<file path="src/rtl/coco_kbd_pkg.sv">
// Shared types, scan-code constants and modifier classification for the CoCo 3 keyboard matrix.
package coco_kbd_pkg;

  localparam int KBD_ROWS = 7;
  localparam int KBD_COLS = 8;

  // Set-2 scan codes that need special handling
  localparam logic [7:0] SHIFT_L = 8'h12;
  localparam logic [7:0] SHIFT_R = 8'h59;
  localparam logic [7:0] CTRL    = 8'h14;
  localparam logic [7:0] ALT     = 8'h11;
  localparam logic [7:0] DEL     = 8'h71;
  localparam logic [7:0] ESC     = 8'h76;

  localparam logic [2:0] ROW_MOD   = 3'd6;
  localparam logic [2:0] COL_ALT   = 3'd3;
  localparam logic [2:0] COL_CTRL  = 3'd4;
  localparam logic [2:0] COL_SHIFT = 3'd7;

  typedef struct packed {
    logic       valid;
    logic [2:0] row;
    logic [2:0] col;
  } kbd_pos_t;

  typedef struct packed {
    logic lshift;
    logic rshift;
    logic lctrl;
    logic rctrl;
    logic lalt;
    logic ralt;
  } kbd_mods_t;

  typedef enum logic [2:0] {
    MOD_NONE,
    MOD_LSHIFT,
    MOD_RSHIFT,
    MOD_LCTRL,
    MOD_RCTRL,
    MOD_LALT,
    MOD_RALT
  } mod_sel_t;

  function automatic kbd_pos_t kbd_pos(input logic [2:0] row, input logic [2:0] col);
    kbd_pos_t p;
    p.valid = 1'b1;
    p.row   = row;
    p.col   = col;
    return p;
  endfunction

  // Left/right sides share a matrix bit but are tracked in separate flops
  function automatic mod_sel_t mod_classify(input logic ext, input logic [7:0] code);
    mod_sel_t m;
    m = MOD_NONE;
    if (!ext && code == SHIFT_L)     m = MOD_LSHIFT;
    else if (!ext && code == SHIFT_R) m = MOD_RSHIFT;
    else if (code == CTRL)           m = ext ? MOD_RCTRL : MOD_LCTRL;
    else if (code == ALT)            m = ext ? MOD_RALT : MOD_LALT;
    return m;
  endfunction

endpackage

</file>
<file path="src/rtl/coco_kbd_matrix_if.sv">
// Host-side bundle: ps2_key events and PIA strobes in, row sense and status out.
interface coco_kbd_matrix_if;
  logic [10:0] ps2_key;
  logic [7:0]  col_n;
  logic [6:0]  rows_n;
  logic        any_key;
  logic        kbd_reset;

  modport master (
    output ps2_key, col_n,
    input  rows_n, any_key, kbd_reset
  );

  modport slave (
    input  ps2_key, col_n,
    output rows_n, any_key, kbd_reset
  );
endinterface

</file>
<file path="src/rtl/coco_kbd_decode.sv">
// Combinational map from {E0-extended, set-2 code} to a CoCo 3 matrix position.
module coco_kbd_decode
  import coco_kbd_pkg::*;
(
  input  logic       ext_i,
  input  logic [7:0] code_i,
  output kbd_pos_t   pos_o
);

  always_comb begin
    // NOTE: every always_comb output gets a default first, so no path can infer a latch.
    pos_o = '0;
    if (!ext_i) begin
      case (code_i)
        8'h54: pos_o = kbd_pos(3'd0, 3'd0);  // '[' stands in for @
        8'h1C: pos_o = kbd_pos(3'd0, 3'd1);
        8'h32: pos_o = kbd_pos(3'd0, 3'd2);
        8'h21: pos_o = kbd_pos(3'd0, 3'd3);
        8'h23: pos_o = kbd_pos(3'd0, 3'd4);
        8'h24: pos_o = kbd_pos(3'd0, 3'd5);
        8'h2B: pos_o = kbd_pos(3'd0, 3'd6);
        8'h34: pos_o = kbd_pos(3'd0, 3'd7);
        8'h33: pos_o = kbd_pos(3'd1, 3'd0);
        8'h43: pos_o = kbd_pos(3'd1, 3'd1);
        8'h3B: pos_o = kbd_pos(3'd1, 3'd2);
        8'h42: pos_o = kbd_pos(3'd1, 3'd3);
        8'h4B: pos_o = kbd_pos(3'd1, 3'd4);
        8'h3A: pos_o = kbd_pos(3'd1, 3'd5);
        8'h31: pos_o = kbd_pos(3'd1, 3'd6);
        8'h44: pos_o = kbd_pos(3'd1, 3'd7);
        8'h4D: pos_o = kbd_pos(3'd2, 3'd0);
        8'h15: pos_o = kbd_pos(3'd2, 3'd1);
        8'h2D: pos_o = kbd_pos(3'd2, 3'd2);
        8'h1B: pos_o = kbd_pos(3'd2, 3'd3);
        8'h2C: pos_o = kbd_pos(3'd2, 3'd4);
        8'h3C: pos_o = kbd_pos(3'd2, 3'd5);
        8'h2A: pos_o = kbd_pos(3'd2, 3'd6);
        8'h1D: pos_o = kbd_pos(3'd2, 3'd7);
        8'h22: pos_o = kbd_pos(3'd3, 3'd0);
        8'h35: pos_o = kbd_pos(3'd3, 3'd1);
        8'h1A: pos_o = kbd_pos(3'd3, 3'd2);
        8'h29: pos_o = kbd_pos(3'd3, 3'd7);
        8'h45: pos_o = kbd_pos(3'd4, 3'd0);
        8'h16: pos_o = kbd_pos(3'd4, 3'd1);
        8'h1E: pos_o = kbd_pos(3'd4, 3'd2);
        8'h26: pos_o = kbd_pos(3'd4, 3'd3);
        8'h25: pos_o = kbd_pos(3'd4, 3'd4);
        8'h2E: pos_o = kbd_pos(3'd4, 3'd5);
        8'h36: pos_o = kbd_pos(3'd4, 3'd6);
        8'h3D: pos_o = kbd_pos(3'd4, 3'd7);
        8'h3E: pos_o = kbd_pos(3'd5, 3'd0);
        8'h46: pos_o = kbd_pos(3'd5, 3'd1);
        8'h52: pos_o = kbd_pos(3'd5, 3'd2);  // quote key stands in for ':'
        8'h4C: pos_o = kbd_pos(3'd5, 3'd3);
        8'h41: pos_o = kbd_pos(3'd5, 3'd4);
        8'h4E: pos_o = kbd_pos(3'd5, 3'd5);
        8'h49: pos_o = kbd_pos(3'd5, 3'd6);
        8'h4A: pos_o = kbd_pos(3'd5, 3'd7);
        8'h5A: pos_o = kbd_pos(ROW_MOD, 3'd0);
        ESC:   pos_o = kbd_pos(ROW_MOD, 3'd2);
        ALT:   pos_o = kbd_pos(ROW_MOD, COL_ALT);
        CTRL:  pos_o = kbd_pos(ROW_MOD, COL_CTRL);
        8'h05: pos_o = kbd_pos(ROW_MOD, 3'd5);
        8'h06: pos_o = kbd_pos(ROW_MOD, 3'd6);
        SHIFT_L, SHIFT_R: pos_o = kbd_pos(ROW_MOD, COL_SHIFT);
        default: pos_o = '0;
      endcase
    end else begin
      // Extended codes: arrows, Home and the right-hand modifiers only
      case (code_i)
        8'h75: pos_o = kbd_pos(3'd3, 3'd3);
        8'h72: pos_o = kbd_pos(3'd3, 3'd4);
        8'h6B: pos_o = kbd_pos(3'd3, 3'd5);
        8'h74: pos_o = kbd_pos(3'd3, 3'd6);
        8'h6C: pos_o = kbd_pos(ROW_MOD, 3'd1);
        ALT:   pos_o = kbd_pos(ROW_MOD, COL_ALT);
        CTRL:  pos_o = kbd_pos(ROW_MOD, COL_CTRL);
        default: pos_o = '0;
      endcase
    end
  end

endmodule

</file>
<file path="src/rtl/coco_kbd_matrix.sv">
// ps2_key events to CoCo 3 keyboard matrix with registered row sense.
// Optional Ctrl+Alt+Del reset pulse enabled by defining COCO_KBD_CAD_RESET_EN.
module coco_kbd_matrix
  import coco_kbd_pkg::*;
#(
  parameter int RESET_CYCLES = 16
) (
  input  logic               clk_sys,
  input  logic               reset,
  coco_kbd_matrix_if.slave   kbd
);

  logic       tog_q;
  logic       ev_q;
  logic [9:0] key_q;   // {make, ext, code} of the captured event

  kbd_pos_t   pos;
  mod_sel_t   mod;
  logic       ev_make;
  logic       ev_ext;
  logic [7:0] ev_code;

  logic [KBD_ROWS-1:0][KBD_COLS-1:0] matrix_q, matrix_d;
  kbd_mods_t mods_q, mods_d;
  logic [KBD_ROWS-1:0] rows_n_q, rows_n_d;
  logic                any_key_q, any_key_d;

  // Stage 1: capture the event word on a toggle of bit 10
  always_ff @(posedge clk_sys) begin
    // NOTE: sequential state uses non-blocking assignments so every flop samples pre-edge values.
    if (reset) begin
      tog_q <= kbd.ps2_key[10];
      ev_q  <= 1'b0;
      key_q <= '0;
    end else begin
      tog_q <= kbd.ps2_key[10];
      ev_q  <= kbd.ps2_key[10] != tog_q;
      key_q <= kbd.ps2_key[9:0];
    end
  end

  assign ev_make = key_q[9];
  assign ev_ext  = key_q[8];
  assign ev_code = key_q[7:0];
  assign mod     = mod_classify(ev_ext, ev_code);

  coco_kbd_decode u_decode (
    .ext_i  (ev_ext),
    .code_i (ev_code),
    .pos_o  (pos)
  );

  // Stage 2: matrix and modifier update
  always_comb begin
    matrix_d = matrix_q;
    mods_d   = mods_q;
    if (ev_q) begin
      case (mod)
        MOD_LSHIFT: mods_d.lshift = ev_make;
        MOD_RSHIFT: mods_d.rshift = ev_make;
        MOD_LCTRL:  mods_d.lctrl  = ev_make;
        MOD_RCTRL:  mods_d.rctrl  = ev_make;
        MOD_LALT:   mods_d.lalt   = ev_make;
        MOD_RALT:   mods_d.ralt   = ev_make;
        MOD_NONE:   if (pos.valid) matrix_d[pos.row][pos.col] = ev_make;
        default:    ;
      endcase
    end
    // Modifier bits follow the OR of both sides so one release cannot drop a held key
    matrix_d[ROW_MOD][COL_SHIFT] = mods_d.lshift | mods_d.rshift;
    matrix_d[ROW_MOD][COL_CTRL]  = mods_d.lctrl  | mods_d.rctrl;
    matrix_d[ROW_MOD][COL_ALT]   = mods_d.lalt   | mods_d.ralt;
  end

  always_ff @(posedge clk_sys) begin
    // NOTE: the matrix is a handful of flops, not a RAM, and must read all-released after reset.
    if (reset) begin
      matrix_q <= '0;
      mods_q   <= '0;
    end else begin
      matrix_q <= matrix_d;
      mods_q   <= mods_d;
    end
  end

  // Stage 3: row sense against the currently strobed columns
  always_comb begin
    rows_n_d  = '1;
    any_key_d = |matrix_q;
    for (int r = 0; r < KBD_ROWS; r++) begin
      rows_n_d[r] = ~|(matrix_q[r] & ~kbd.col_n);
    end
  end

  always_ff @(posedge clk_sys) begin
    if (reset) begin
      rows_n_q  <= '1;
      any_key_q <= 1'b0;
    end else begin
      rows_n_q  <= rows_n_d;
      any_key_q <= any_key_d;
    end
  end

  assign kbd.rows_n  = rows_n_q;
  assign kbd.any_key = any_key_q;

`ifdef COCO_KBD_CAD_RESET_EN
  localparam int CNT_W = $clog2(RESET_CYCLES + 1);

  logic [CNT_W-1:0] cnt_q, cnt_d;
  logic             cad_hit;

  // Del never reaches the matrix; it only arms the pulse when CTRL and ALT are down
  assign cad_hit = ev_q && ev_make && ev_ext && (ev_code == DEL) &&
                   (mods_q.lctrl | mods_q.rctrl) && (mods_q.lalt | mods_q.ralt);

  always_comb begin
    cnt_d = cnt_q;
    if (cad_hit) begin
      cnt_d = CNT_W'(RESET_CYCLES);
    end else if (cnt_q != '0) begin
      cnt_d = cnt_q - CNT_W'(1);
    end
  end

  always_ff @(posedge clk_sys) begin
    if (reset) begin
      cnt_q <= '0;
    end else begin
      cnt_q <= cnt_d;
    end
  end

  assign kbd.kbd_reset = |cnt_q;
`else
  assign kbd.kbd_reset = 1'b0;
`endif

endmodule

</file>
<file path="src/flat_wrapper.sv">
// flat-port wrapper written by rule: the top's interface ports become plain ports
module coco_kbd_matrix_flat import coco_kbd_pkg::*;
#(
  parameter int RESET_CYCLES = 16
)
  (clk_sys, reset, kbd_ps2_key, kbd_col_n, kbd_rows_n, kbd_any_key, kbd_kbd_reset);
  coco_kbd_matrix_if kbd_i ();
  input  logic clk_sys;
  input  logic reset;
  input wire logic [$bits(kbd_i.ps2_key)-1:0] kbd_ps2_key;
  input wire logic [$bits(kbd_i.col_n)-1:0] kbd_col_n;
  output wire logic [$bits(kbd_i.rows_n)-1:0] kbd_rows_n;
  output wire logic [$bits(kbd_i.any_key)-1:0] kbd_any_key;
  output wire logic [$bits(kbd_i.kbd_reset)-1:0] kbd_kbd_reset;
  assign kbd_i.ps2_key = kbd_ps2_key;
  assign kbd_i.col_n = kbd_col_n;
  assign kbd_rows_n = kbd_i.rows_n;
  assign kbd_any_key = kbd_i.any_key;
  assign kbd_kbd_reset = kbd_i.kbd_reset;
  coco_kbd_matrix #(.RESET_CYCLES(RESET_CYCLES)) u_core (.clk_sys(clk_sys), .reset(reset), .kbd(kbd_i));
endmodule
</file>
<file path="config.mk">
export PLATFORM = sky130hd
export DESIGN_NAME = coco_kbd_matrix_flat
export DESIGN_NICKNAME = d
export VERILOG_FILES = /design/src/rtl/coco_kbd_pkg.sv /design/src/rtl/coco_kbd_matrix_if.sv /design/src/rtl/coco_kbd_decode.sv /design/src/rtl/coco_kbd_matrix.sv /design/src/flat_wrapper.sv
export SDC_FILE = /design/constraint.sdc
export NUM_CORES = 1
export LEC_CHECK = 0
export ABC_AREA = 1
export CORE_MARGIN = 4
export CORE_UTILIZATION = 30
export DETAILED_ROUTE_END_ITERATION = 10
export PLACE_DENSITY_LB_ADDON = 0.15
export SLEW_MARGIN = 15
export SYNTH_ARGS = -nofsm -noshare
export SYNTH_HDL_FRONTEND = slang
export SYNTH_SLANG_ARGS = --single-unit
</file>
<file path="constraint.sdc">
create_clock -name clk_sys -period 1.86 [get_ports clk_sys]
set_input_delay 0.279 -clock clk_sys [delete_from_list [all_inputs] [get_ports clk_sys]]
set_output_delay 0.279 -clock clk_sys [all_outputs]
set_load 0.005 [all_outputs]
</file>
==> results of run 1 <==
## through the flow
| stage | instance area, um2 | setup WS (ns) | hold WS, ns | setup TNS (ns) |
|---|---|---|---|---|
| detailed placement | 6540 | -0.404 | 0.485 | -11.77 |
| global route | 7560 | -0.171 | 0.334 | -6.74 |
| floorplan | 5430 | 0.0422 | 0.307 | 0 |
| CTS | 7240 | -0.0401 | 0.418 | -0.530 |
| finish | 7560 | -0.0732 | 0.312 | -0.701 |
| global placement | 6540 | -0.391 | 0.475 | -11.26 |
## logic make-up (layout without fill, tap and decap cells)
family          count (synthesis)  count (layout)  share of synthesized area [%]
compound gates                135             135                           16.4
xor+xnor                        1               1                          0.161
fa+ha+maj                       6               6                           1.38
buf+inv                       125             253                           11.0
flops                          89              89                           32.8
other cells                     1               1                         0.0691
simple gates                  436             443                           38.2
## Yosys cell counts (all sizes together)
library cell / instances / area (um2)
o22ai: 16 / 100
o31ai: 2 / 15.0
conb: 1 / 3.75
dfxtp: 89 / 1780
clkbuf: 10 / 45.0
a32oi: 1 / 8.76
o211ai: 4 / 30.0
buf: 27 / 219
o21ai: 28 / 140
nand4: 9 / 56.3
o21bai: 2 / 15.0
nand3b: 1 / 7.51
a21oi: 70 / 482
nand3: 90 / 475
nor2: 131 / 639
nor4: 16 / 100
ha: 6 / 75.1
xnor2: 1 / 8.76
or2: 4 / 25.0
nand2: 182 / 752
a2111oi: 1 / 8.76
a211oi: 1 / 7.51
inv: 88 / 330
o2111ai: 1 / 8.76
nor3: 3 / 15.0
o311ai: 2 / 17.5
a221oi: 6 / 52.6
a31oi: 1 / 6.26
## report_power, final
group	internal, mW	switching (mW)	total, mW
logic	0.336	0.517	0.852
registers	1.94	0.0278	1.97
clock network	1.05	0.785	1.83
total	3.32	1.33	4.65
## worst reg2reg max path, cell delays in order, from the launching register on
cell and delay, ns:
dfxtp_4 0.36, inv_4 0.08, nand2_4 0.07, nor2_4 0.17, nand2_2 0.09, nand2_4 0.10, inv_4 0.05, nand2_4 0.05
nand2_4 0.06, nand3_4 0.11, buf_12 0.12, nand2_8 0.11, nor2_4 0.28, nand3_2 0.09, nand2_1 0.07, nor2_1 0.04
## placed cells by master (no fill, tap or decap), types with 18 or more instances in the layout
master           instances
nand2_1                151
a21oi_1                 31
buf_4                  104
clkdlybuf4s50_1         25
dfxtp_1                 81
nand3_1                 68
a21oi_2                 39
inv_1                   66
nor2_1                  94
inv_2                   18
nor2_4                  18
## worst max-delay path by stage
stage                                from             endpoint  slack, ns  depth (start not counted)
after floorplan                     reset            flip-flop       0.04                         12
after global placement              reset            flip-flop      -0.39                         12
after detailed placement            reset            flip-flop      -0.40                         14
after CTS                 u_core.key_q[7]  u_core.matrix_q[18]      -0.04                         14
after global routing      u_core.key_q[7]  u_core.matrix_q[48]      -0.17                         13
final                     u_core.key_q[7]  u_core.matrix_q[40]      -0.07                         15
## per-layer routing
layer | wire length, um | GRT usage (%)
met4 | 229 | 4.20
met1 | 7970 | 23.7
met3 | 779 | 2.86
met5 | 0 | 0
met2 | 8230 | 27.7
## sequential cells by signal, summed over array words and instances, names as in the netlist, named ones only
register,cells
u_core.tog_q,1
u_core.mods_q,6
u_core.ev_q,1
u_core.matrix_q,56
u_core.kbd.any_key,1
u_core.key_q,10
u_core.kbd.rows_n,7
## final cells by class
type                    instances  area share (%)
repair buffers                149            17.1
well taps                     225            3.72
clock buffers                  12            3.13
multi-input cells             586            47.1
inverters                      88            4.50
flip-flops and latches         89            23.8
clock inverters                 4           0.712
## repair_timing
action                                 4_1_cts  5_1_grt
endpoints found under the hold margin        0        0
cloned                                       7        0
pin swaps                                   31       38
gates resized for setup                     62       87
setup endpoints to repair                   54       64
setup buffers                               11        5
==> results.cfg, run 1 <==
[setup_path]
critPathMaxStageDelay_ns = 0.36
r2r_slack_ns = -0.07
crit_fanout = 7
cp.required_ns = 2.11
cp_num_buf_inv = 3
startpoint_type = flip-flop
r2r-end = u_core.matrix_q[40]
endpoint_kind = flip-flop
crit_path_frequent_cell = nand2_4
arrival_ns = 2.19
rr_worst_depth = 15
worstSetupPathType = reg -> reg
critPathTopFamily = simple AND/OR/NAND/NOR gates
reg2reg_from = u_core.key_q[7]
cp_slowest_cell = dfxtp_4
crit_chain = inv_4, nand2_4, nor2_4, nand2_2, nand2_4, inv_4, nand2_4, nand2_4, nand3_4, buf_12, nand2_8, nor2_4, nand3_2, nand2_1, nor2_1

[floorplanning]
die_x_um = 142
die-area_um2 = 20300
rows = 48
start_util_pct = 30.9
core_area_um2 = 17500
die_y_um = 142
io_pins = 30

[outcome]
status = finished with violations
violations = setup timing

[global_route]
grt_pass1_vias = 5263
grt-ovfl-total = 0
grt_max_degree = 49
grt_pass1_wl_um = 27800
antenna_found_initial = 0
grt_usage_pct = 17.1

[synthesis]
netlist_instances = 793
seq_area_frac_synth_pct = 32.8
yosysWarnings = 0
syn_nets = 820
netlist-cell-type-count = 44
syn-cell-area_um2 = 5430
ys_ff_latch = 89
syn_avg_cell_area_um2 = 6.84

[placed_design]
dpl.cell_count = 1114
gp_congestion = 0.900
io_buffers = 28
place_hpwl_um = 11700

[final_layout]
multi_input_area_um2 = 3560
fin_nets = 950
finalNonFillerCells = 1153
drive_above_1_share_pct = 33.4
regArea_um2 = 1800
fin_util_pct = 43.1
fillers = 1845
diodes = 0
syn_to_final_growth_pct = 39.3

[min_path]
hold_path_depth = 4
hold_class = in -> reg
hold_end = u_core.key_q[0]
hp-start = kbd_ps2_key[0]

[timing]
finalWorstSetupSlack_ns = -0.0732
slew_viol_final = 0
hold_viol = 0
finClkSkew_ns = 0.0110
rsz0062_at_grt = yes
min_period_ns = 1.93
setup_viol = 26
fmax_mhz = 517
fin_crit_sh_pct = 104

[route]
drtAntennaViolNets = 0
wire_per_inst_um = 14.9
vias_per_cell = 4.93
vias = 5682
drc_errors = 0
drt_iter0_markers = 463
firstDrtPassIters = 5
drt_wl_total_um = 17200

[power_and_ir_drop]
power_density_nw_per_um2 = 615
power_mw = 4.65
p_leak_nw = 3.35
peakVddDrop_uv = 472

[clock_network]
numCtsBuffers = 9
cts_tree = done
cts_max_path_buffers = 2
clock-sinks = 89
cts-hold-fix-buffers = 0
root_buffer = clkbuf_16
clock_latency_ns = 0.35
cts_max_level = 3
clk_transition_reported_paths_ns = 0.07

[run]
cap_violations = 0
Power figures use the tool's default switching activity.
==> run 2: changes to the inputs <==
--- a/config.mk
+++ b/config.mk
@@ -6,9 +6,12 @@
 export NUM_CORES = 1
 export LEC_CHECK = 0
 export ABC_AREA = 1
-export CORE_MARGIN = 4
+export CELL_PAD_IN_SITES_DETAIL_PLACEMENT = 0
+export CELL_PAD_IN_SITES_GLOBAL_PLACEMENT = 2
+export CORE_MARGIN = 3
 export CORE_UTILIZATION = 30
 export DETAILED_ROUTE_END_ITERATION = 10
+export HOLD_SLACK_MARGIN = 0.05
 export PLACE_DENSITY_LB_ADDON = 0.15
 export SLEW_MARGIN = 15
 export SYNTH_ARGS = -nofsm -noshare
==> run 2 against run 1 <==
The run still ends with setup timing left. Clock power down 3%. Power about the same. Fmax down 2.3%. Critical endpoint is now u_core.matrix_q[41]. Largest power group unchanged. Highest routed layer unchanged.
==> results.cfg, run 2 (synthesized netlist as in run 1, its figures left out) <==
[outcome]
status = finished with violations
violations = setup timing

[timing]
hold_viol = 0
fmax_mhz = 505
min_period_ns = 1.98
finalWorstSetupSlack_ns = -0.119
holdWs_ns = 0.327
setup_tns_ns = -1.95
slew_viol_final = 0
rsz0062_at_grt = yes
finClkSkew_ns = 0.0105
setup_viol = 46
fin_crit_sh_pct = 106

[final_layout]
design_area_um2 = 7870
regArea_um2 = 1810
top_register = u_core.matrix_q
drive_above_1_share_pct = 36.3
fin_nets = 959
finalNonFillerCells = 1161
fin_util_pct = 45.0
layout_commonest_cell = nand2_1
largest_reg_flops = 56
layout_common_cells = 147 x nand2_1, 104 x buf_4, 93 x nor2_1
syn_to_final_growth_pct = 45.0
fillers = 1745
diodes = 0
multi_input_area_um2 = 3680

[clock_network]
cts_max_level = 3
root_buffer = clkbuf_16
clk_transition_reported_paths_ns = 0.07
cts_max_path_buffers = 2
clock_latency_ns = 0.35
clock-sinks = 89
cts-hold-fix-buffers = 0
numCtsBuffers = 9
cts_tree = done

[setup_path]
arrival_ns = 2.27
crit_chain = inv_4, nand2_4, nor2_8, nand3_4, nand2_4, nand2_4, nor2_8, buf_12, nand2_8, nor2_4, buf_4, a21oi_2, nor2_1
cp_slowest_cell = dfxtp_4
endpoint_kind = flip-flop
startpoint_type = flip-flop
crit_path_frequent_cell = nand2_4
crit_fanout = 8
cp.required_ns = 2.15
worstSetupPathType = reg -> reg
critPathMaxStageDelay_ns = 0.35

[power_and_ir_drop]
power_mw = 4.65
p_leak_nw = 3.44
power_density_nw_per_um2 = 591
peakVddDrop_uv = 469

[placed_design]
place_hpwl_um = 13200
place_ws_ns = -0.513
gp_congestion = 0.929
dpl_cell_area_um2 = 6580
dpl.cell_count = 1111
io_buffers = 28

[min_path]
hold_class = in -> reg

[route]
drc_errors = 0
drt_wl_total_um = 19300
drt_iter0_markers = 377
wire_per_inst_um = 16.6
drtAntennaViolNets = 0
vias_per_cell = 4.97
firstDrtPassIters = 6
vias = 5765

[floorplanning]
die_y_um = 140
core_area_um2 = 17500
io_pins = 30
die-area_um2 = 19700
die_x_um = 140
rows = 48
start_util_pct = 31.0

[run]
cap_violations = 0

[global_route]
grt_pass1_wl_um = 30500
antenna_found_initial = 0
grt_usage_pct = 19.5
grt_pass1_vias = 5465
grt-ovfl-total = 0
grt_max_degree = 49
run 2: changes by cell type in the layout (fill, tap and decap cells not counted), moves of 4 or more:
cell	previous run	this run
nand3_1	68	60
nand3_2	12	20
nor2_2	17	12
buf_6	13	17
nand2_1	151	147
nor2_4	18	22
buf_12	4	9
run 2: metal layers:
metal	GRT usage [%]	routed length (um)	vias to the layer above	share of wire [%]
li1	-	-	2898	-
met1	24.9	8600	2732	45
met2	34.1	9780	117	51
met3	3.35	649	18	3.4
met4	4.69	221	0	1.1
met5	0	0	-	0
run 2: what timing repair did:
| action | in CTS | in global routing |
|---|---|---|
| resized for setup | 94 | 101 |
| setup endpoints to repair | 60 | 62 |
| buffers inserted | 17 | 12 |
| pin swaps | 33 | 33 |
| cloned | 6 | 1 |
run 2: path summary, 6_finish.rpt:
| path | startpoint | depth (start not counted) | slack [ns] | endpoint |
|---|---|---|---|---|
| min | kbd_ps2_key[0] | 4 | 0.33 | u_core.key_q[0] |
| max | u_core.key_q[7] | 13 | -0.12 | u_core.matrix_q[41] |
| min reg2reg | u_core.mods_q[5] | 2 | 0.49 | u_core.mods_q[5] |
| max reg2reg | u_core.key_q[7] | 13 | -0.12 | u_core.matrix_q[41] |
run 2: worst max-delay path: cells and delay by family, from the launching register on:
family | cells | cell delay, ns
simple gates | 9 | 1.16
buf+inv | 3 | 0.35
compound gates | 1 | 0.04
flops | 1 | 0.35
run 2: area by class of cell:
class / instances / area share [%]
well taps: 225 / 3.58
flip-flops and latches: 89 / 22.9
inverters: 88 / 4.42
clock buffers: 10 / 3.04
multi-input cells: 584 / 46.7
clock inverters: 5 / 0.525
repair buffers: 160 / 18.8
run 2: where the power goes:
| group | internal [mW] | switching [mW] | total, mW |
|---|---|---|---|
| clock network | 0.945 | 0.829 | 1.77 |
| logic | 0.366 | 0.539 | 0.905 |
| registers | 1.94 | 0.0328 | 1.97 |
| total | 3.25 | 1.40 | 4.65 |
==> run 3: changes to the inputs <==
--- a/config.mk
+++ b/config.mk
@@ -11,8 +11,10 @@
 export CORE_MARGIN = 3
 export CORE_UTILIZATION = 30
 export DETAILED_ROUTE_END_ITERATION = 10
+export GPL_TIMING_DRIVEN = 0
 export HOLD_SLACK_MARGIN = 0.05
 export PLACE_DENSITY_LB_ADDON = 0.15
+export RECOVER_POWER = 100
 export SLEW_MARGIN = 15
 export SYNTH_ARGS = -nofsm -noshare
 export SYNTH_HDL_FRONTEND = slang
==> run 3 against run 2 <==
The flow still finishes with violations (setup timing). Worst hold slack worse by 0.10 ns. First-iteration DRC count is 7.2% lower. Cell area is 1.2% lower. Critical path depth is 2 higher. Sequential cell count stayed put. Via count is 4.2% lower. Clock power is 8% higher. Fmax hardly changed. Setup slack better by 0.00086 ns. Critical path type unchanged.
==> results.cfg, run 3 (synthesized netlist as in run 1, its figures left out) <==
[clock_network]
clock-sinks = 89
cts-hold-fix-buffers = 0
clock_latency_ns = 0.35
numCtsBuffers = 9
cts_max_path_buffers = 2
clk_transition_reported_paths_ns = 0.07
cts_max_level = 3
cts_tree = done
root_buffer = clkbuf_16

[route]
drc_errors = 0
drt_iter0_markers = 350
vias_per_cell = 4.95
wire_per_inst_um = 16.9
vias = 5522
firstDrtPassIters = 5
drt_wl_total_um = 18800
drtAntennaViolNets = 0

[final_layout]
drive_above_1_share_pct = 34.7
fin_util_pct = 44.5
largest_reg_flops = 56
fillers = 1761
top_register = u_core.matrix_q
finalNonFillerCells = 1115
diodes = 0
layout_common_cells = 135 x nand2_1, 95 x nor2_1, 80 x dfxtp_1
design_area_um2 = 7770
syn_to_final_growth_pct = 43.3
fin_nets = 912
layout_commonest_cell = nand2_1

[timing]
hold_viol = 0
finalWorstSetupSlack_ns = -0.118
rsz0062_at_grt = yes
min_period_ns = 1.98
fin_crit_sh_pct = 106
fmax_mhz = 505
setup_viol = 51
finClkSkew_ns = 0.0145
slew_viol_final = 0
worst_slew_pin_slew_ns = 0.632
slew_headroom_pct = 57.8
setup_tns_ns = -3.42

[floorplanning]
start_util_pct = 31.0
die_y_um = 140
core_area_um2 = 17500
io_pins = 30
rows = 48
die_x_um = 140
die-area_um2 = 19700

[run]
cap_violations = 0

[setup_path]
cp.required_ns = 2.12
endpoint_kind = flip-flop
crit_fanout = 5
worstSetupPathType = reg -> reg
arrival_ns = 2.23
startpoint_type = flip-flop

[placed_design]
gp_congestion = 0.839
io_buffers = 26
dpl_cell_area_um2 = 5970
dpl.cell_count = 1044
place_hpwl_um = 13100

[global_route]
grt_usage_pct = 18.6
grt-ovfl-total = 0
grt_max_degree = 16
antenna_found_initial = 0
grt_pass1_vias = 5275
grt_pass1_wl_um = 28800

[power_and_ir_drop]
clkPwrFrac_pct = 40.4
p_leak_nw = 3.29
peakVddDrop_uv = 382
combinationalPowerShare_pct = 18.3
power.share.switching_pct = 29.8
seqPwrFrac_pct = 41.3
power_mw = 4.76
power_density_nw_per_um2 = 612
intPower_mw = 3.34
power_switching_mw = 1.42

[min_path]
hold_class = in -> reg

[outcome]
status = finished with violations
violations = setup timing
## run 3: cell types whose count changed in the layout (fill, tap and decap cells not counted), moves of 5 or more
cell      previous run  this run
buf_4              104        34
nand3_2             20        26
nor2_2              12         4
clkbuf_1             0         6
nand3_1             60        51
buf_1                0         6
buf_2                0         5
nand2_1            147       135
nand2_2             17        25
## run 3: worst max-delay path, stage by stage, from the launching register on
cell and delay, ns:
dfxtp_2 0.34, inv_4 0.08, nand2_4 0.06, nor2_4 0.20
buf_6 0.14, nand2_2 0.06, nand3_2 0.10, nand2_2 0.07
nand2_4 0.12, inv_2 0.11, nand3_4 0.12, nor2_8 0.06
buf_12 0.13, buf_16 0.12, a21oi_2 0.11, nor2_1 0.05
## run 3: layer usage
metal	up-vias	GRT usage [%]	share of wire (%)
met5	-	0	0
met4	0	5.97	2.2
met3	26	2.36	3.4
met2	123	33.4	50
met1	2582	23.0	44
li1	2791	-	-
## run 3: final cells by class
| cell class | instances | area (um2) | share of cell area [%] |
|---|---|---|---|
| Tap cell | 225 | 282 | 3.62 |
| Timing Repair Buffer | 81 | 888 | 11.4 |
| Clock buffer | 11 | 243 | 3.12 |
| Buffer | 37 | 364 | 4.68 |
| Inverter | 88 | 349 | 4.49 |
| Clock inverter | 5 | 62.6 | 0.805 |
| Multi-Input combinational cell | 579 | 3780 | 48.7 |
| Sequential cell | 89 | 1800 | 23.2 |
## run 3: what timing repair did
action                     4_1_cts  5_1_grt
setup endpoints to repair       60       64
resized for setup              136      118
gates cloned                     4        4
setup buffers                   30       18
pin swaps                       36       53
## run 3: stage by stage
stage,setup WS (ns),hold slack [ns]
2_1_floorplan,0.0422,0.307
3_3_place_gp,-0.743,0.476
3_5_place_dp,-0.749,0.484
4_1_cts,-0.0512,0.400
5_1_grt,-0.264,0.253
6_report,-0.118,0.227
## run 3: worst paths after layout
path | depth (start not counted) | endpoint | from | slack (ns)
setup reg to reg | 15 | u_core.matrix_q[17] | u_core.key_q[3] | -0.12
setup / recovery | 15 | u_core.matrix_q[17] | u_core.key_q[3] | -0.12
hold reg to reg | 2 | u_core.ev_q | u_core.tog_q | 0.49
hold / removal | 3 | u_core.key_q[1] | kbd_ps2_key[1] | 0.23
## run 3: power by group through the flow
stage                     combinational [mW]  sequential (mW)  clock, mW
after CTS                              0.761             1.96       1.96
after global routing                   0.936             1.97       2.04
after detailed placement               0.616             2.00          0
final                                  0.871             1.96       1.92
after floorplan                        0.404             2.00          0
after global placement                 0.622             2.00          0
